$ cat config.mk
export PLATFORM = sky130hd
export DESIGN_NAME = pkt_deframer
export DESIGN_NICKNAME = d
export VERILOG_FILES = /design/src/rtl/pkt_deframer.sv
export SDC_FILE = /design/constraint.sdc
export NUM_CORES = 1
export LEC_CHECK = 0
export CAP_MARGIN = 25
export CORE_ASPECT_RATIO = 2
export CORE_MARGIN = 2
export CORE_UTILIZATION = 43
export DETAILED_ROUTE_END_ITERATION = 8
export HOLD_SLACK_MARGIN = 0.03
export SYNTH_ARGS = -nofsm -noshare
export SYNTH_HDL_FRONTEND = slang
export SYNTH_SLANG_ARGS = --single-unit
$ cat constraint.sdc
create_clock -name clk_i -period 2.98 [get_ports clk_i]
set_input_delay 0.447 -clock clk_i [delete_from_list [all_inputs] [get_ports clk_i]]
set_output_delay 0.447 -clock clk_i [all_outputs]
set_load 0.02 [all_outputs]
$ cat src/rtl/pkt_deframer.sv
// Byte-stream packet deframer: PREFIX SRC DST LEN payload CRC8, payload buffered
// and replayed to one of N_DEST channels over a valid/ready stream.
module pkt_deframer #(
  parameter int          N_DEST      = 4,
  parameter int          MAX_LEN     = 16,
  parameter logic [7:0]  PREFIX      = 8'hDD,
  parameter int          CRC_EN      = 1,
  parameter int          TIMEOUT_CYC = 4800
) (
  input  logic              clk_i,
  input  logic              rst_i,
  input  logic [7:0]        rx_data_i,
  input  logic              rx_valid_i,
  output logic [7:0]        m_data_o,
  output logic [N_DEST-1:0] m_valid_o,
  input  logic              m_ready_i,
  output logic              m_last_o,
  output logic [7:0]        m_src_o,
  output logic              pkt_ok_o,
  output logic              crc_err_o,
  output logic              dest_err_o,
  output logic              len_err_o,
  output logic              timeout_o,
  output logic              overrun_o
);
  localparam int PW = $clog2(MAX_LEN) + 1;
  localparam int AW = (MAX_LEN > 1) ? $clog2(MAX_LEN) : 1;
  localparam int TW = $clog2(TIMEOUT_CYC + 1);

  typedef enum logic [2:0] {S_IDLE, S_SRC, S_DST, S_LEN, S_DATA, S_CRC, S_DRAIN} state_e;

  state_e        state_q, state_d;
  logic [7:0]    src_q, src_d, dst_q, dst_d, len_q, len_d, crc_q, crc_d;
  logic [PW-1:0] wptr_q, wptr_d, rptr_q, rptr_d;
  logic [TW-1:0] tcnt_q, tcnt_d;
  logic [7:0]    buf_q [MAX_LEN];
  logic          wr_en, drain, last;
  logic          pkt_ok, crc_err, dest_err, len_err, tmo, ovr;

  function automatic logic [7:0] crc8(input logic [7:0] c, input logic [7:0] b);
    logic [7:0] x;
    x = c ^ b;
    for (int i = 0; i < 8; i++) x = x[7] ? ((x << 1) ^ 8'h07) : (x << 1);
    return x;
  endfunction

  assign drain = (state_q == S_DRAIN);
  assign last  = drain && (8'(rptr_q) == len_q - 8'd1);

  always_comb begin
    state_d  = state_q;
    src_d    = src_q;
    dst_d    = dst_q;
    len_d    = len_q;
    crc_d    = crc_q;
    wptr_d   = wptr_q;
    rptr_d   = rptr_q;
    tcnt_d   = '0;
    wr_en    = 1'b0;
    pkt_ok   = 1'b0;
    crc_err  = 1'b0;
    dest_err = 1'b0;
    len_err  = 1'b0;
    tmo      = 1'b0;
    ovr      = 1'b0;
    case (state_q)
      S_IDLE: if (rx_valid_i && rx_data_i == PREFIX) begin
        state_d = S_SRC;
        wptr_d  = '0;
        rptr_d  = '0;
        crc_d   = '0;
      end
      S_SRC: if (rx_valid_i) begin
        src_d   = rx_data_i;
        crc_d   = crc8(crc_q, rx_data_i);
        state_d = S_DST;
      end
      S_DST: if (rx_valid_i) begin
        dst_d   = rx_data_i;
        crc_d   = crc8(crc_q, rx_data_i);
        state_d = S_LEN;
      end
      S_LEN: if (rx_valid_i) begin
        len_d = rx_data_i;
        crc_d = crc8(crc_q, rx_data_i);
        if (rx_data_i > 8'(MAX_LEN)) begin
          len_err = 1'b1;
          state_d = S_IDLE;
        end else begin
          state_d = (rx_data_i == 8'd0) ? S_CRC : S_DATA;
        end
      end
      S_DATA: if (rx_valid_i) begin
        wr_en  = 1'b1;
        wptr_d = wptr_q + 1'b1;
        crc_d  = crc8(crc_q, rx_data_i);
        if (8'(wptr_q) == len_q - 8'd1) state_d = S_CRC;
      end
      S_CRC: if (rx_valid_i) begin
        state_d = S_IDLE;
        if (CRC_EN != 0 && rx_data_i != crc_q) crc_err = 1'b1;
        else if (dst_q >= 8'(N_DEST))          dest_err = 1'b1;
        else begin
          pkt_ok = 1'b1;
          if (len_q != 8'd0) state_d = S_DRAIN;
        end
      end
      S_DRAIN: begin
        ovr = rx_valid_i;
        if (m_ready_i) begin
          rptr_d = rptr_q + 1'b1;
          if (last) state_d = S_IDLE;
        end
      end
      default: state_d = S_IDLE;
    endcase
    // Inter-byte watchdog only runs while a header/payload is in flight.
    if (state_q inside {S_SRC, S_DST, S_LEN, S_DATA, S_CRC} && !rx_valid_i) begin
      if (tcnt_q == TW'(TIMEOUT_CYC - 1)) begin
        tmo     = 1'b1;
        state_d = S_IDLE;
      end else begin
        tcnt_d = tcnt_q + 1'b1;
      end
    end
    if (rst_i) begin
      pkt_ok   = 1'b0;
      crc_err  = 1'b0;
      dest_err = 1'b0;
      len_err  = 1'b0;
      tmo      = 1'b0;
      ovr      = 1'b0;
      wr_en    = 1'b0;
    end
  end

  always_ff @(posedge clk_i) begin
    if (rst_i) begin
      state_q <= S_IDLE;
      src_q   <= '0;
      dst_q   <= '0;
      len_q   <= '0;
      crc_q   <= '0;
      wptr_q  <= '0;
      rptr_q  <= '0;
      tcnt_q  <= '0;
    end else begin
      state_q <= state_d;
      src_q   <= src_d;
      dst_q   <= dst_d;
      len_q   <= len_d;
      crc_q   <= crc_d;
      wptr_q  <= wptr_d;
      rptr_q  <= rptr_d;
      tcnt_q  <= tcnt_d;
    end
  end

  always_ff @(posedge clk_i) begin
    if (wr_en) buf_q[wptr_q[AW-1:0]] <= rx_data_i;
  end

  for (genvar g = 0; g < N_DEST; g++) begin : g_vld
    assign m_valid_o[g] = drain && (dst_q == 8'(g));
  end

  assign m_data_o   = drain ? buf_q[rptr_q[AW-1:0]] : 8'h00;
  assign m_src_o    = drain ? src_q : 8'h00;
  assign m_last_o   = last;
  assign pkt_ok_o   = pkt_ok;
  assign crc_err_o  = crc_err;
  assign dest_err_o = dest_err;
  assign len_err_o  = len_err;
  assign timeout_o  = tmo;
  assign overrun_o  = ovr;
endmodule

==> flow_metrics.tcl, run 1 <==
set metrics [dict create \
    cts.sinks 190 \
    gr-total-overflow 0 \
    slowest_delay_ps 520 \
    grt_use_met2 0.416 \
    synth_top_cell_by_area "edfxtp_1" \
    routabilityCongestion 0.852 \
    cts_made_buffers 17 \
    postSynthCellCount 598 \
    yosys-top-cells-count "128 x edfxtp_1, 62 x dfxtp_1, 56 x nor2_1" \
    fin_util 0.534 \
    num_vias 5198 \
    cp_top_family "multiplexers" \
    synth_area_sq_um 8240 \
    powerDensity_nw_per_um2 518 \
    grt_setup_unrepaired "true" \
    antennaDiodeCount 0 \
    grt_use_met3 0.0371 \
    grt_pass1_vias 5648 \
    synth_ff_type "edfxtp_1" \
    path_class "flop to primary output" \
    grt_util_met1 0.204 \
    drcViolationCount 0 \
    core_area_sq_um 18800 \
    cts.reportedPaths.clkPinSlew_ps 70 \
    grt-busiest-layer "met2" \
    slowest_stage "mux4_2" \
    synth_most_common_cell "edfxtp_1" \
    yosysSeqAreaShare 0.617 \
    cts.path.max_buffers 2 \
    startpoint_type "flop" \
    rows 71 \
    firstDrtPassIters 4 \
    final_layout_size_suffix_gt1_frac 0.241 \
    tightestPinTransition_ps 756 \
    status "completed" \
    avgSynthCellArea_sq_um 13.8 \
    required_ps 2530 \
    cap_viol_max_count 0 \
    ys_seq_elements 190 \
    fin_skew_ps 6.92 \
    syn-num-nets 621 \
    cp_max_fo 5 \
    wirelength_um 20200 \
    ir_drop_uv 374 \
    fin_cells 965 \
    area_growth_pct 22.1 \
    die_y_um 200 \
    synthTopCellsByArea "edfxtp_1 47%, dfxtp_1 15%, mux4_2 11%" \
    fillers 1633 \
    final_nets 720 \
    p_leak_nw 3.46 \
    dieArea_sq_um 20300 \
    synth-async-reset-ratio 0 \
    antenna_found_initial 0 \
    finalHoldViolations 0 \
    fin_crit_sh 0.991 \
    io_pins 39 \
    drtAntennaViolNets 0 \
    grt_pass1_wl_um 31300 \
    crit_path_cell_trace "buf_4 -> mux4_2 -> mux4_2 -> and2_1 -> dlygate4sd2_1" \
    start_util 0.437 \
    dpl.cell_count 923 \
    clk_latency_ps 430 \
    path_buf_inv 2 \
    crit_arrival_ps 2510 \
    ys_types 52 \
    die_x_um 102 \
    fmax_mhz 339 \
    finalCriticalPeriod_ps 2950 \
    synth.top_cell.area_share 0.467 \
    drt-vias-per-instance 5.39 \
    wl_per_cell_um 20.9 \
    timing.slew.headroom 0.494 \
    min_path_type "flop to flop" \
    crit_top_cell "mux4_2" \
    grt_usage 0.213 \
    slew_viol_final 0 \
    ys_warn_count 0 \
    drt_iter0_drc 217 \
    holdBufCountCts 0 \
    numPortBuffers 38 \
    crit_path_end_kind "primary output" \
    cts-root-buf "clkbuf_16" \
    grt_max_degree 47 \
    post-dp-hpwl_um 14400 \
    setup-violations-final 0 \
    cts_tree "done" \
    synth-edff-count 128 \
    cts-htree-levels 4 \
]
==> cells by family after synthesis <==
kind of cell / synth area share
AO/OA/AOI/OAI: 0.0352
XOR/XNOR: 0.0599
adder cells (fa/ha/maj): 0.0167
buffers and inverters: 0.0202
flip-flops: 0.617
multiplexers: 0.122
AND/OR/NAND/NOR: 0.129
==> final timing paths <==
path / start / slack [ps] / cells past startpoint / end
setup / recovery: flop / 30 / 5 / m_data_o[4]
hold / removal: tcnt_q[0] / 440 / 1 / tcnt_q[0]
setup reg to reg: len_q[0] / 740 / 7 / state_q[0]
hold reg to reg: tcnt_q[0] / 440 / 1 / tcnt_q[0]
==> report_power, final <==
| part | switching [mW] | total, mW | internal (mW) |
|---|---|---|---|
| clock network | 1.01 | 2.25 | 1.23 |
| registers | 0.000216 | 2.81 | 2.81 |
| logic | 0.0915 | 0.152 | 0.0606 |
==> worst reg2reg max path: stages, from the launching register on <==
cell and delay, ps:
dfxtp_1 310, inv_1 70, ha_1 160, nor3b_4 190, or4b_4 490, a31oi_1 340, or4b_1 480, a21oi_1 140
==> layout make-up <==
cell class,instances,area (sq um),area share
repair buffers,113,988,0.0983
multi-input cells,365,3030,0.301
flip-flops and latches,190,5090,0.506
clock buffers,21,503,0.0500
well taps,255,319,0.0317
inverters,10,37.5,0.00373
clock inverters,11,91.3,0.00909
==> routing by layer <==
metal / vias up / part of all wire
met5: - / 0
met4: 0 / 0.041
met3: 37 / 0.028
met2: 114 / 0.59
met1: 2631 / 0.34
li1: 2416 / -
==> repair_timing <==
| item | CTS | global route |
|---|---|---|
| setup endpoints to repair | 16 | 8 |
| pin swaps | 0 | 0 |
| resized for setup | 45 | 10 |
| gates cloned | 1 | 0 |
| setup buffers | 0 | 9 |
==> cells in the final DEF, fill, tap and decap left out, types with 9 or more instances in the layout <==
cell and count:
nand3_1 9, ha_1 11, mux2i_1 9, dfxtp_1 61, edfxtp_1 128, nand2_1 47
a21oi_1 23, and2_1 16, mux4_2 40, xor2_1 22, buf_4 70, clkdlybuf4s50_1 20
clkbuf_16 19, xnor2_1 25, nor3_1 18, inv_1 10, nor2_1 56
==> per-stage QoR <==
stage	worst slack, ps	TNS, ps	cell area, sq um	hold slack (ps)	power [mW]
global route	-29.4	-74.1	10100	468	5.34
floorplan	236	0	8240	413	2.92
finish	27.1	0	10100	437	5.20
CTS	-53.9	-60.2	9950	442	5.24
global placement	-103	-202	9320	428	3.01
detailed placement	-80.7	-102	9320	432	3.02
==> flip-flops by register name, summed over array words and instances, names as in the netlist, 5 cells and up, named ones only <==
register and flops:
len_q 8, src_q 8, rptr_q 5, crc_q 8
wptr_q 5, tcnt_q 13, dst_q 8, buf_q 128
Power figures use the tool's default switching activity.
==> run 2: changes to the inputs <==
--- a/config.mk
+++ b/config.mk
@@ -7,10 +7,10 @@
 export LEC_CHECK = 0
 export CAP_MARGIN = 25
 export CORE_ASPECT_RATIO = 2
-export CORE_MARGIN = 2
+export CORE_MARGIN = 4
 export CORE_UTILIZATION = 43
+export CTS_CLUSTER_DIAMETER = 80
 export DETAILED_ROUTE_END_ITERATION = 8
-export HOLD_SLACK_MARGIN = 0.03
 export SYNTH_ARGS = -nofsm -noshare
 export SYNTH_HDL_FRONTEND = slang
 export SYNTH_SLANG_ARGS = --single-unit
==> flow_metrics.tcl, run 2 (synthesized netlist as in run 1, its figures left out) <==
set metrics [dict create \
    antennaDiodeCount 0 \
    clk_latency_ps 430 \
    most-common-layout-cells "128 x edfxtp_1, 61 x buf_4, 60 x dfxtp_1, 56 x nor2_1, 47 x nand2_1" \
    fin_skew_ps 7.93 \
    cts.reportedPaths.clkPinSlew_ps 70 \
    post-dp-hpwl_um 14300 \
    regToRegEndpoint "state_q[0]" \
    num_vias 5208 \
    firstDrtPassIters 5 \
    cts_tree "done" \
    crit_path_start "len_q[1]" \
    wl_per_cell_um 21.4 \
    min_path_type "flop to flop" \
    dpl.cell_count 919 \
    ir_drop_uv 394 \
    rrSetupSlack_ps 680 \
    startpoint_type "flop" \
    die_x_um 106 \
    grt_pass1_wl_um 31700 \
    dieArea_sq_um 21600 \
    grt_pass1_vias 5577 \
    finalHoldViolations 0 \
    finalCriticalPeriod_ps 2910 \
    worst_r2r_path_depth 7 \
    path_class "flop to primary output" \
    fillers 1648 \
    cp_max_fo 3 \
    cts_made_buffers 17 \
    tightestPinTransition_ps 855 \
    worst_slack_ps 66.4 \
    holdBufCountCts 0 \
    final_nets 712 \
    area_growth_pct 22.1 \
    numPortBuffers 38 \
    drtAntennaViolNets 0 \
    setup-violations-final 0 \
    finalSetupTns_ps 0 \
    cap_viol_max_count 0 \
    drt_iter0_drc 311 \
    largest_register_ffs 128 \
    die_y_um 204 \
    antenna_found_initial 0 \
    cts.path.max_buffers 2 \
    final_common_cell "edfxtp_1" \
    r2r-start "len_q[1]" \
    status "completed" \
    wirelength_um 20500 \
    gr-total-overflow 0 \
    core_area_sq_um 18800 \
    crit_path_end_kind "primary output" \
    endpoint "m_last_o" \
    io_pins 39 \
    grt_setup_unrepaired "true" \
    slew_viol_final 0 \
    drt-vias-per-instance 5.44 \
    fin_crit_sh 0.978 \
    cts.sinks 190 \
    rows 71 \
    fin_cells 957 \
    required_ps 2530 \
    fmax_mhz 343 \
    cts-root-buf "clkbuf_16" \
    grt_max_degree 47 \
    timing.slew.headroom 0.428 \
    drcViolationCount 0 \
    cts-htree-levels 4 \
    powerDensity_nw_per_um2 529 \
    grt_usage 0.199 \
    final_layout_size_suffix_gt1_frac 0.231 \
    crit_arrival_ps 2470 \
    p_leak_nw 3.41 \
    routabilityCongestion 0.867 \
    pre_cts_ws_ps -254 \
    start_util 0.437 \
]
## run 2: changes by cell type in the layout (fill, tap and decap cells not counted), sizes merged
cell and change:
clkdlybuf4s50 +2, clkbuf +4, dlygate4sd2 -1, inv -6, bufinv +2, buf -6, clkdlybuf4s15 -2, bufbuf +1
dlymetal6s2s -2
## run 2: repair_timing
| item | CTS | global route |
|---|---|---|
| cloned | 3 | 0 |
| buffers inserted | 3 | 1 |
| setup endpoints to repair | 17 | 4 |
| hold endpoints to repair | 0 | 0 |
| gates resized for setup | 52 | 10 |
| pin swaps | 1 | 2 |
## run 2: worst max-delay path, stage by stage (launching register included)
cell	delay, ps
dfxtp_2	320
inv_2	70
ha_4	150
nor3b_4	190
or4b_4	490
and3_4	190
nor4bb_4	340
buf_4	170
buf_6	110
## run 2: final cells by class
| type | count | area [sq um] | area share |
|---|---|---|---|
| Clock buffer | 25 | 529 | 0.0526 |
| Clock inverter | 7 | 98.8 | 0.00983 |
| Inverter | 10 | 37.5 | 0.00373 |
| Multi-Input combinational cell | 365 | 3030 | 0.302 |
| Sequential cell | 190 | 5090 | 0.506 |
| Tap cell | 255 | 319 | 0.0317 |
| Timing Repair Buffer | 105 | 948 | 0.0943 |
## run 2: per-layer routing
layer | global-route usage | part of all wire
met1 | 0.200 | 0.34
met2 | 0.392 | 0.59
met3 | 0.0364 | 0.030
met4 | 0.0852 | 0.033
met5 | 0 | 0
## run 2: report_power, final
group          internal [mW]  leakage (nW)  switching [mW]
Clock                   1.42         0.303           0.948
Combinational         0.0623          1.46          0.0894
Sequential              2.81          1.65        0.000206
Total                   4.28          3.41            1.04
## run 2: worst min-delay path by stage
stage / to / depth (start not counted) / start
after floorplan: tcnt_q[0] / 1 / tcnt_q[0]
after global placement: tcnt_q[0] / 1 / tcnt_q[0]
after detailed placement: tcnt_q[0] / 1 / tcnt_q[0]
after CTS: tcnt_q[0] / 1 / tcnt_q[0]
after global routing: src_q[0] / 2 / src_q[0]
final: tcnt_q[0] / 1 / tcnt_q[0]
## run 2: per-stage QoR
| step | area, sq um | total power [mW] | util | hold slack (ps) |
|---|---|---|---|---|
| floorplan | 8240 | 2.92 | - | 413 |
| global placement | 9290 | 3.01 | 0.493 | 421 |
| detailed placement | 9290 | 3.02 | 0.493 | 443 |
| CTS | 10000 | 5.36 | 0.533 | 453 |
| global route | 10100 | 5.48 | 0.534 | 479 |
| finish | 10100 | 5.32 | 0.534 | 446 |
